--- src/rtl/aes_key_expander_pkg.sv ---
// Shared AES definitions: sizes, small typedefs, FSM encoding and the GF(2^8)
// helpers used by the key schedule.
package aes_key_expander_pkg;

    localparam int KEY_SIZE      = 128;
    localparam int DATA_SIZE     = 128;
    localparam int AES128_ROUNDS = 10;

    typedef logic [31:0] u32;
    typedef logic [7:0]  u8;
    typedef logic [3:0]  u4;

    typedef enum logic [1:0] {
        ST_IDLE   = 2'd0,
        ST_EXPAND = 2'd1,
        ST_READY  = 2'd2
    } state_t;

    function automatic u8 xtime(input u8 a);
        return {a[6:0], 1'b0} ^ (a[7] ? 8'h1b : 8'h00);
    endfunction

    function automatic u8 gf_mul(input u8 a, input u8 b);
        u8 p;
        u8 x;
        p = '0;
        x = a;
        for (int i = 0; i < 8; i++) begin
            if (b[i]) p = p ^ x;
            x = xtime(x);
        end
        return p;
    endfunction

    // Multiplicative inverse as a^254 via a short addition chain; 0 maps to 0.
    function automatic u8 gf_inv(input u8 a);
        u8 x2, x3, x6, x12, x15, x30, x60, x120, x240, x252;
        x2   = gf_mul(a, a);
        x3   = gf_mul(x2, a);
        x6   = gf_mul(x3, x3);
        x12  = gf_mul(x6, x6);
        x15  = gf_mul(x12, x3);
        x30  = gf_mul(x15, x15);
        x60  = gf_mul(x30, x30);
        x120 = gf_mul(x60, x60);
        x240 = gf_mul(x120, x120);
        x252 = gf_mul(x240, x12);
        return gf_mul(x252, x2);
    endfunction

    function automatic u8 sbox(input u8 a);
        u8 b;
        b = gf_inv(a);
        return b ^ {b[6:0], b[7]} ^ {b[5:0], b[7:6]} ^ {b[4:0], b[7:5]}
                 ^ {b[3:0], b[7:4]} ^ 8'h63;
    endfunction

    function automatic u32 sub_word(input u32 w);
        return {sbox(w[31:24]), sbox(w[23:16]), sbox(w[15:8]), sbox(w[7:0])};
    endfunction

    // Byte 0 of a word sits in the most significant position.
    function automatic u32 rot_word(input u32 w);
        return {w[23:0], w[31:24]};
    endfunction

    function automatic u8 rcon(input u4 round_index);
        u8 rc;
        case (round_index)
            4'd1:    rc = 8'h01;
            4'd2:    rc = 8'h02;
            4'd3:    rc = 8'h04;
            4'd4:    rc = 8'h08;
            4'd5:    rc = 8'h10;
            4'd6:    rc = 8'h20;
            4'd7:    rc = 8'h40;
            4'd8:    rc = 8'h80;
            4'd9:    rc = 8'h1b;
            4'd10:   rc = 8'h36;
            default: rc = 8'h00;
        endcase
        return rc;
    endfunction

endpackage

--- src/rtl/aes_key_expander_key_schedule.sv ---
// Single AES-128 key schedule step: round key r-1 -> r (encrypt) or r -> r-1
// (decrypt). Purely combinational.
module key_schedule
    import aes_key_expander_pkg::*;
#(
    parameter int KEY_W = KEY_SIZE
) (
    input  logic [KEY_W-1:0] key_in,
    input  logic             encrypt,
    input  u4                round_index,
    output logic [KEY_W-1:0] key_out
);

    function automatic u32 function_g(input u32 w, input u4 r);
        return sub_word(rot_word(w)) ^ {rcon(r), 24'h000000};
    endfunction

    u32 w0, w1, w2, w3;
    u32 n0, n1, n2, n3;

    assign w0 = key_in[31:0];
    assign w1 = key_in[63:32];
    assign w2 = key_in[95:64];
    assign w3 = key_in[127:96];

    // NOTE: every output of a combinational block gets a default first so no
    // path through it can leave a value held, which would infer a latch.
    always_comb begin
        n0 = '0;
        n1 = '0;
        n2 = '0;
        n3 = '0;
        if (encrypt) begin
            n0 = w0 ^ function_g(w3, round_index);
            n1 = w1 ^ n0;
            n2 = w2 ^ n1;
            n3 = w3 ^ n2;
        end else begin
            // Undo the chained XORs, then recover word 0 from the rebuilt word 3.
            n3 = w3 ^ w2;
            n2 = w2 ^ w1;
            n1 = w1 ^ w0;
            n0 = w0 ^ function_g(n3, round_index);
        end
    end

    assign key_out = {n3, n2, n1, n0};

endmodule

--- src/rtl/aes_key_expander.sv ---
// Sequential AES-128 key expander: accepts a cipher key, iterates key_schedule
// once per clock and holds round keys 0..NUM_ROUNDS in a readable register file.
module aes_key_expander
    import aes_key_expander_pkg::*;
#(
    parameter int KEY_W      = KEY_SIZE,
    parameter int NUM_ROUNDS = AES128_ROUNDS
) (
    input  logic             clk,
    input  logic             rst_n,
    input  logic [KEY_W-1:0] key_in,
    input  logic             key_valid,
    output logic             key_ready,
    output logic             busy,
    output logic             keys_valid,
    input  logic [3:0]       rk_idx,
    output logic [KEY_W-1:0] rk_out
);

    localparam u4 LAST_ROUND = u4'(NUM_ROUNDS);

    state_t           state;
    u4                cnt;
    logic [KEY_W-1:0] work;
    logic [KEY_W-1:0] ks_out;
    logic             accept;

    logic             wr_en;
    u4                wr_idx;
    logic [KEY_W-1:0] wr_data;
    logic [KEY_W-1:0] rk_mem [0:NUM_ROUNDS];

    assign accept = key_valid && key_ready;

    key_schedule #(
        .KEY_W(KEY_W)
    ) u_key_schedule (
        .key_in      (work),
        .encrypt     (1'b1),
        .round_index (cnt),
        .key_out     (ks_out)
    );

    // NOTE: sequential state uses non-blocking assignments so every flop
    // samples pre-edge values regardless of statement order.
    always_ff @(posedge clk or negedge rst_n) begin
        if (!rst_n) begin
            state      <= ST_IDLE;
            cnt        <= '0;
            work       <= '0;
            key_ready  <= 1'b1;
            busy       <= 1'b0;
            keys_valid <= 1'b0;
        end else begin
            case (state)
                ST_IDLE, ST_READY: begin
                    if (accept) begin
                        state      <= ST_EXPAND;
                        work       <= key_in;
                        cnt        <= 4'd1;
                        key_ready  <= 1'b0;
                        busy       <= 1'b1;
                        keys_valid <= 1'b0;
                    end
                end
                ST_EXPAND: begin
                    work <= ks_out;
                    if (cnt == LAST_ROUND) begin
                        state      <= ST_READY;
                        cnt        <= '0;
                        key_ready  <= 1'b1;
                        busy       <= 1'b0;
                        keys_valid <= 1'b1;
                    end else begin
                        cnt <= cnt + 4'd1;
                    end
                end
                default: begin
                    state      <= ST_IDLE;
                    cnt        <= '0;
                    key_ready  <= 1'b1;
                    busy       <= 1'b0;
                    keys_valid <= 1'b0;
                end
            endcase
        end
    end

    // Single write port: the accept edge loads slot 0, each expand edge loads slot cnt.
    always_comb begin
        wr_en   = 1'b0;
        wr_idx  = cnt;
        wr_data = ks_out;
        if (accept) begin
            wr_en   = 1'b1;
            wr_idx  = '0;
            wr_data = key_in;
        end else if (state == ST_EXPAND) begin
            wr_en = 1'b1;
        end
    end

    // NOTE: the key store has no reset; keys_valid alone qualifies its
    // contents, so clearing the array would only add reset fan-out.
    always_ff @(posedge clk) begin
        if (wr_en) rk_mem[wr_idx] <= wr_data;
    end

    // Registered read with no write bypass: a same-edge write is seen next cycle.
    always_ff @(posedge clk or negedge rst_n) begin
        if (!rst_n) begin
            rk_out <= '0;
        end else if (rk_idx <= LAST_ROUND) begin
            rk_out <= rk_mem[rk_idx];
        end else begin
            rk_out <= '0;
        end
    end

endmodule

--- config.mk ---
export PLATFORM = sky130hd
export DESIGN_NAME = aes_key_expander
export DESIGN_NICKNAME = d
export VERILOG_FILES = /design/src/rtl/aes_key_expander_pkg.sv /design/src/rtl/aes_key_expander_key_schedule.sv /design/src/rtl/aes_key_expander.sv
export SDC_FILE = /design/constraint.sdc
export NUM_CORES = 2
export LEC_CHECK = 0
export CAP_MARGIN = 20
export CORE_ASPECT_RATIO = 0.75
export CORE_MARGIN = 2
export CORE_UTILIZATION = 51
export DETAILED_ROUTE_END_ITERATION = 16
export HOLD_SLACK_MARGIN = 0.02
export PLACE_DENSITY_LB_ADDON = 0.08
export REMOVE_ABC_BUFFERS = 1
export SLEW_MARGIN = 25
export SYNTH_ARGS = -nofsm -noshare
export SYNTH_HDL_FRONTEND = slang
export SYNTH_SLANG_ARGS = --single-unit
--- constraint.sdc ---
create_clock -name clk -period 23.8 [get_ports clk]
set_clock_uncertainty 0.05 [all_clocks]
set_input_delay 4.76 -clock clk [delete_from_list [all_inputs] [get_ports clk]]
set_output_delay 4.76 -clock clk [all_outputs]
set_load 0.005 [all_outputs]
==> After elaboration in Yosys (flattened, before gate mapping) <==
Memories as Yosys holds them, arrays and structs flattened.
Cells that the tools add are included.
{ "word_totals": {"output_inout_bits": 131, "reg_bits": 265, "word_cells": 1345, "latch_bits": 0, "romBits": 128, "memories": 2, "ram_bits": 1408, "in_bits": 135} }
{ "op_classes": {"n_reduce_logical": 6, "magnitude_cmp": 1, "n_shift": 0, "n_div": 0, "muxes": 682, "n_eq_ne": 5, "addsub": 1, "bitwise": 641, "n_mul": 0} }
{ "memory_table": {"columns": ["name", "depth", "width", "rd", "rd_ports_with_merged_regs", "wr", "line", "rtl"], "rows": [
  ["rk_mem", 11, 128, 1, 0, 1, "aes_key_expander.sv:31", "logic [KEY_W-1:0] rk_mem [0:NUM_ROUNDS];"],
  ["(no name shown)", 16, 8, 1, 0, 0, "aes_key_expander_pkg.sv:69", "case (round_index)"]
]} }
{ "op_table": {"columns": ["cell", "n"], "rows": [
  ["XOR 8 bit", 632],
  ["two-way mux 8 bit", 352],
  ["two-way mux 5 bit", 308],
  ["two-way mux 128 bit", 3],
  ["one-hot mux 128 bit (2 select lines)", 1],
  ["XOR 32 bit", 5],
  ["inverter 4 bit", 4],
  ["two-way mux 4 bit", 3],
  ["two-way mux 1 bit", 8],
  ["one-hot mux 4 bit (2 select lines)", 1],
  ["one-hot mux 1 bit (2 select lines)", 3],
  ["adder 4 x 1 -> 4 bit (second input constant)", 1],
  ["== test 4 bit (second input constant)", 1],
  ["less-or-equal comparator 4 bit (second input constant)", 1],
  ["two-way mux 2 bit", 2],
  ["!= test 2 bit (second input constant)", 2],
  ["one-hot mux 2 bit (2 select lines)", 1],
  ["AND reduction 2 bit", 2],
  ["== test 2 x 1 -> 1 bit (second input constant)", 1],
  ["== test 2 bit (second input constant)", 1],
  ["zero test 2 bit", 1],
  ["nonzero test 2 bit", 1],
  ["OR reduction 2 bit", 1],
  ["logical AND 1 bit", 1]
]} }

==> Longest topological paths before layout <==
{ "depth": {"ltp_word": 187, "ltp_mapped": 85, "depth_no_buf": 74} }

==> By module <==
Synthesis repeated with hierarchy kept, for this count alone.
{ "unflattened": {"cells_unflattened": 15154, "area_unflattened_um2": 156014.6} }
{ "modules_own_cells": {"columns": ["module", "instances", "seq_area_each_um2", "area_per_inst_um2", "cells_per_inst"], "rows": [
  ["key_schedule", 1, 0.0, 89882.5, 11763],
  ["aes_key_expander", 1, 48888.1, 66132.2, 3391]
]} }

==> Worst setup path after synthesis <==
No wires, ideal clock.
{ "synth_timing": {"path_kind": "reg2reg", "startpoint": "reg work[96]", "endpoint": "mem rk_mem[0][105] in the netlist's numbering, data pin", "required_ns": 23.458, "path_buffers": 11, "arrival_ns": 20.305, "path_slack_ns": 3.154, "setup_ns": 0.292, "path_stages_with_launch": 82, "synth_period_minus_slack_ns": 20.646, "cell_sequence": "dfrtp_1 > ha_1 > buf_2 > xor2_1 > xnor2_1 > nand2_1 > xnor2_1 > xnor3_1 > buf_4 > xnor2_1 > o22ai_1 > a31oi_1 > xnor3_1 > buf_2 > inv_1 > clkbuf_1 > ha_1 > clkbuf_1 > [... 46 more ...] > a22oi_1 > xnor3_1 > xnor2_2 > xnor2_1 > o31ai_1 > xnor3_1 > xnor3_1 > xnor2_1 > nor2_1 > xnor2_1 > xnor2_1 > xor2_1 > xor3_1 > xor2_1 > xnor2_1 > xor2_1 > xnor2_1 > o21ai_0"} }
{ "synth_via": {"elab_chain_len": 180, "word_cells_on_any_way": 323, "cone_classes": "159 x mux; 164 x bitwise"} }
{ "synth_rtl": {"columns": ["element", "line", "rtl"], "rows": [
  ["start: declaration", "aes_key_expander.sv:24", "logic [KEY_W-1:0] work;"],
  ["start signal: assignment", "aes_key_expander.sv:59", "work <= key_in;"],
  ["start signal: assignment", "aes_key_expander.sv:67", "work <= ks_out;"],
  ["two-way mux 8 bit", "aes_key_expander_pkg.sv:29", "if (b[i]) p = p ^ x;"],
  ["XOR 8 bit", "aes_key_expander_pkg.sv:29", null],
  ["two-way mux 8 bit", "aes_key_expander_pkg.sv:29", null],
  ["XOR 8 bit", "aes_key_expander_pkg.sv:29", null],
  ["two-way mux 8 bit", "aes_key_expander_pkg.sv:29", null],
  ["XOR 8 bit", "aes_key_expander_pkg.sv:29", null],
  ["two-way mux 8 bit", "aes_key_expander_pkg.sv:29", null],
  ["XOR 8 bit", "aes_key_expander_pkg.sv:29", null],
  ["[... 165 more ...]", null, null],
  ["inverter 4 bit (no source line) (*)", null, null],
  ["XOR 32 bit (*)", "aes_key_expander_key_schedule.sv:15", "return sub_word(rot_word(w)) ^ {rcon(r), 24'h000000};"],
  ["XOR 32 bit (*)", "aes_key_expander_key_schedule.sv:34", "n0 = w0 ^ function_g(w3, round_index);"],
  ["XOR 32 bit (*)", "aes_key_expander_key_schedule.sv:35", "n1 = w1 ^ n0;"],
  ["XOR 32 bit (*)", "aes_key_expander_key_schedule.sv:36", "n2 = w2 ^ n1;"],
  ["XOR 32 bit (*)", "aes_key_expander_key_schedule.sv:37", "n3 = w3 ^ n2;"],
  ["two-way mux 128 bit (*)", "aes_key_expander.sv:94", "if (accept) begin"],
  ["named net wr_data[105]", "aes_key_expander.sv:30", "logic [KEY_W-1:0] wr_data;"],
  ["end: declaration", "aes_key_expander.sv:31", null]
]} }
Mark *: on every way through the listed nets, which the timed path passes. The rest lies on a longest branch.

==> Worst setup path after layout <==
{ "layout_timing": {"startpoint": "reg work[119]", "endpoint": "mem rk_mem[1][61] in the netlist's numbering, data pin"} }
{ "layout_via": {"elab_chain_len": 178, "word_cells_on_any_way": 324, "cone_classes": "162 x mux; 162 x bitwise"} }
{ "layout_rtl": {"columns": ["element", "line", "rtl"], "rows": [
  ["two-way mux 5 bit or two-way mux 8 bit (tied branches)", "aes_key_expander_pkg.sv:20, aes_key_expander_pkg.sv:29", null],
  ["XOR 8 bit, on equally long branches", "aes_key_expander_pkg.sv:20, aes_key_expander_pkg.sv:29", null],
  ["XOR 8 bit or two-way mux 8 bit (tied branches)", "aes_key_expander_pkg.sv:29", null],
  ["two-way mux 8 bit or XOR 8 bit (tied branches)", "aes_key_expander_pkg.sv:29", null],
  ["XOR 8 bit or two-way mux 8 bit (tied branches)", "aes_key_expander_pkg.sv:29", null],
  ["two-way mux 8 bit or XOR 8 bit (tied branches)", "aes_key_expander_pkg.sv:29", null],
  ["XOR 8 bit or two-way mux 8 bit (tied branches)", "aes_key_expander_pkg.sv:29", null],
  ["two-way mux 8 bit or XOR 8 bit (tied branches)", "aes_key_expander_pkg.sv:29", null],
  ["[... 161 more ...]", null, null],
  ["XOR 8 bit (3 in series)", "aes_key_expander_pkg.sv:54", "return b ^ {b[6:0], b[7]} ^ {b[5:0], b[7:6]} ^ {b[4:0], b[7:5]}"],
  ["XOR 8 bit (*)", "aes_key_expander_pkg.sv:55", "^ {b[3:0], b[7:4]} ^ 8'h63;"],
  ["inverter 4 bit (no source line) (*)", null, null],
  ["XOR 32 bit (*)", "aes_key_expander_key_schedule.sv:15", null],
  ["XOR 32 bit (*)", "aes_key_expander_key_schedule.sv:34", null],
  ["XOR 32 bit (*)", "aes_key_expander_key_schedule.sv:35", null],
  ["two-way mux 128 bit (*)", "aes_key_expander.sv:94", null],
  ["named net wr_data[61]", "aes_key_expander.sv:30", null]
]} }
Marks and branches as above.

==> out/qor.log <==
qor: setup_path.critical_path_fanout_max 24
qor: setup_path.r2r-start work[119]$_DFFE_PN0P_
qor: job.max_capacitance_violation_total 0
qor: synthesis.synth_mux_area_share 9.55%
qor: detailed_routing.dr_vias_cell 6.06
qor: status.outcome completed
qor: sta.finalSetupViolations 0
qor: die.effective_utilization_at_floorplan 51.3%
qor: finish.drive_above_1_share 12.3%
qor: die.total_core_area 220000 µm²
qor: setup_path.cell_repeated_most_along_the_worst_path xnor2_1
qor: sta.final.setup.tns 0 ps
qor: finish.final-seq-area 48900 µm²
qor: synthesis.netlist.top_cell.by_area edfxtp_1
qor: synthesis.post_synth_instance_area 113000 µm²
qor: global_routing.via_count_of_the_first_global_routing_pass 76000
qor: synthesis.synth-xor-area-share 23.6%
qor: synthesis.synthTopCellsByArea edfxtp_1 38%, xnor2_1 9.8%, xnor3_1 6.9%
qor: die.boundaryPins 266
qor: finish.multi_input_comb_area 61200 µm²
qor: synthesis.synthesis.instances 9763
qor: die.die-height 411 µm
qor: synthesis.synth-seq-area-share 43.4%
qor: die.total_die_area 225000 µm²
qor: global_routing.grt_overflow_total 0
qor: finish.fillers 18100
qor: synthesis.combinational_family_with_the_most_area_after_synthesis XOR/XNOR gates
qor: placed_design.detailedPlacementHpwl 207000 µm
qor: synthesis.yosys.area_share.simple 10.5%
qor: worst_hold_path.hold_start work[11]$_DFFE_PN0P_
qor: finish.syn2layout_area_growth 11.3%
qor: global_routing.largest_net_degree_at_the_start_of_global_routing 131
qor: placed_design.portBuffers 265
qor: synthesis.synth_adder_area_share 0.386%
qor: detailed_routing.detail_route.drc_violations 0
qor: detailed_routing.routed_wirelength 320000 µm
qor: synthesis.synth_enable_flop_cells 1408
qor: setup_path.start_kind register
qor: worst_hold_path.timing.hold.worst.class reg -> reg
qor: die.num_rows 149
qor: detailed_routing.postRouteAntennaNets 0
qor: detailed_routing.detail_route.first_pass.iterations 7
qor: setup_path.worst_setup_path_type reg -> reg
qor: detailed_routing.drt-wirelength-per-cell 24.6 µm
qor: sta.setup_repair_after_global_routing_missed_its_margin false
qor: clock_network.clk_pin_slew_worst_paths 60 ps
qor: setup_path.worstPathArrival 22890 ps
qor: clock_network.cts_max_path_buffers 3
qor: clock_network.tritoncts.num_buffers 167
qor: synthesis.fraction_of_registers_with_async_set_or_reset_after_synthesis 15.8%
qor: global_routing.grt.total_usage 27.9%
qor: clock_network.postCtsResizedCells 0
qor: die.chipWidth 547 µm
qor: setup_path.setup.worst_path.end_class register
qor: setup_path.timing.critical_path.required 24240 ps
qor: synthesis.synth_top_cell_area_share 37.5%
qor: sta.slew_headroom 30.2%
qor: synthesis.post-synth-top-count-cell edfxtp_1
qor: clock_network.clock_sinks 1672
qor: clock_network.worstSkewPairLatency 820 ps
qor: clock_network.htree_levels 4
qor: clock_network.holdBufCountCts 0
qor: synthesis.synth-main-ff-cell edfxtp_1
qor: clock_network.cts.root.buffer_cell clkbuf_16
qor: setup_path.start_point_of_the_critical_path work[119]$_DFFE_PN0P_
qor: global_routing.grt_first_pass_wirelength 482000 µm
qor: clock_network.cts_setup_buffers 0
qor: sta.hold_viol_final 0
qor: synthesis.netlist-cell-type-count 130
qor: finish.fin_nets 10100
qor: setup_path.worst_path_max_delay_cell xnor3_2
qor: detailed_routing.route.vias.total 79000
qor: sta.period_share 94.3%
qor: sta.max_slew.worst_pin.slew 1050 ps
qor: setup_path.crit_path_max_incr_delay 730 ps
qor: sta.min_period 22440 ps
qor: synthesis.synth.ff_latch_count 1672
qor: synthesis.synth_compound_area_share 9.82%
qor: detailed_routing.first_iter_violations 8301
qor: synthesis.post_synthesis_area_per_instance 11.5 µm²
qor: global_routing.grt_antenna_before_repair 15
qor: sta.max_clock_freq 44.6 MHz
qor: clock_network.clock_tree_from_tritoncts done
qor: placed_design.place_congestion 0.903
qor: synthesis.ranking_of_synthesized_cells_by_instance_count 1408 x edfxtp_1, 1265 x xnor2_1, 949 x nor2_1, 873 x nand2_1, 460 x xor2_1
qor: synthesis.yosysWarnings 0
qor: sta.timing_max_transition_violations_final 0
final timing paths:
| kind | cells after the start | slack, ps | endpoint |
|---|---|---|---|
| setup reg to reg | 60 | 1360 | rk_mem[1][61]$_DFFE_PP_ |
| hold / removal | 2 | 480 | work[11]$_DFFE_PN0P_ |
| hold reg to reg | 2 | 480 | work[11]$_DFFE_PN0P_ |
| max in group asynchronous | 3 | 17630 | work[59]$_DFFE_PN0P_ |
| setup / recovery | 60 | 1360 | rk_mem[1][61]$_DFFE_PP_ |
| min in group asynchronous | 1 | 3850 | work[81]$_DFFE_PN0P_ |
logic make-up (layout without fill, tap and decap cells):
family,Yosys count,count (layout)
DFF,1672,1672
muxes,743,743
buffers and inverters,758,1077
xor gates and xnor gates,2262,2262
other,0,8
AOI/OAI and AO/OA,1653,1653
and+or+nand+nor,2640,2640
adders and majority gates,35,35
worst max-delay path, delay by kind of cell, from the launching register on:
kind	cells	cell delay (ps)
DFF	1	700
muxes	1	270
AOI/OAI and AO/OA	5	1830
buffers and inverters	5	1400
xor gates and xnor gates	38	15240
and+or+nand+nor	8	1170
adders and majority gates	3	1370
layout by cell type, fill, tap and decap left out, types with 37 or more instances in the layout:
| master | count |
|---|---|
| edfxtp_1 | 1408 |
| xnor2_1 | 1245 |
| nor2_1 | 941 |
| nand2_1 | 871 |
| xor2_1 | 452 |
| a21oi_1 | 443 |
| mux2i_1 | 442 |
| buf_4 | 364 |
| xnor3_1 | 340 |
| dfrtp_1 | 261 |
| clkdlybuf4s50_1 | 260 |
| mux4_2 | 259 |
| o21ai_0 | 257 |
| o22ai_1 | 179 |
| nor3_1 | 176 |
| clkbuf_16 | 168 |
| nand3_1 | 162 |
| xnor2_2 | 101 |
| inv_1 | 98 |
| a22oi_1 | 85 |
| nor2b_1 | 82 |
| nand2b_1 | 73 |
| o21ai_1 | 67 |
| a211oi_1 | 51 |
| and2_1 | 48 |
| a221o_1 | 48 |
| o211ai_1 | 42 |
| xor2_2 | 38 |
| and3_1 | 38 |
| xor3_1 | 38 |
| mux2_2 | 37 |
through the flow:
step	setup slack [ps]	hold WS [ps]	cell area, µm²	util (%)	std cells
floorplan	928	422	110000	-	9134
global placement	661	459	119000	54.4	12700
detailed placement	439	451	119000	54.4	12700
CTS	287	470	125000	57.0	13000
global route	33.5	505	126000	57.1	13000
finish	1360	476	126000	57.1	13000
routing by layer:
layer	part of all wire (%)	wire [µm]	global-route usage [%]
met3	6.6	21200	3.01
met5	0.011	36	0
met1	45	144000	41.3
met4	2.3	7260	7.36
met2	46	148000	43.8
sequential cells by signal (all words and copies together) (netlist names):
signal and cells:
rk_out 128, keys_valid 1, work 128, cnt 4, state 1, busy 1, key_ready 1, rk_mem 1408
layout make-up:
cell class / count / share of cell area (%)
flip-flops and latches: 1672 / 38.9
diodes: 8 / 0.0159
clock buffers: 223 / 3.69
multi-input cells: 7333 / 48.7
inverters: 129 / 0.386
clock inverters: 89 / 0.897
repair buffers: 636 / 4.41
well taps: 2944 / 2.93
Power is not shown: default switching activity piles up to over one toggle a cycle in this logic, so the estimate is an artifact.
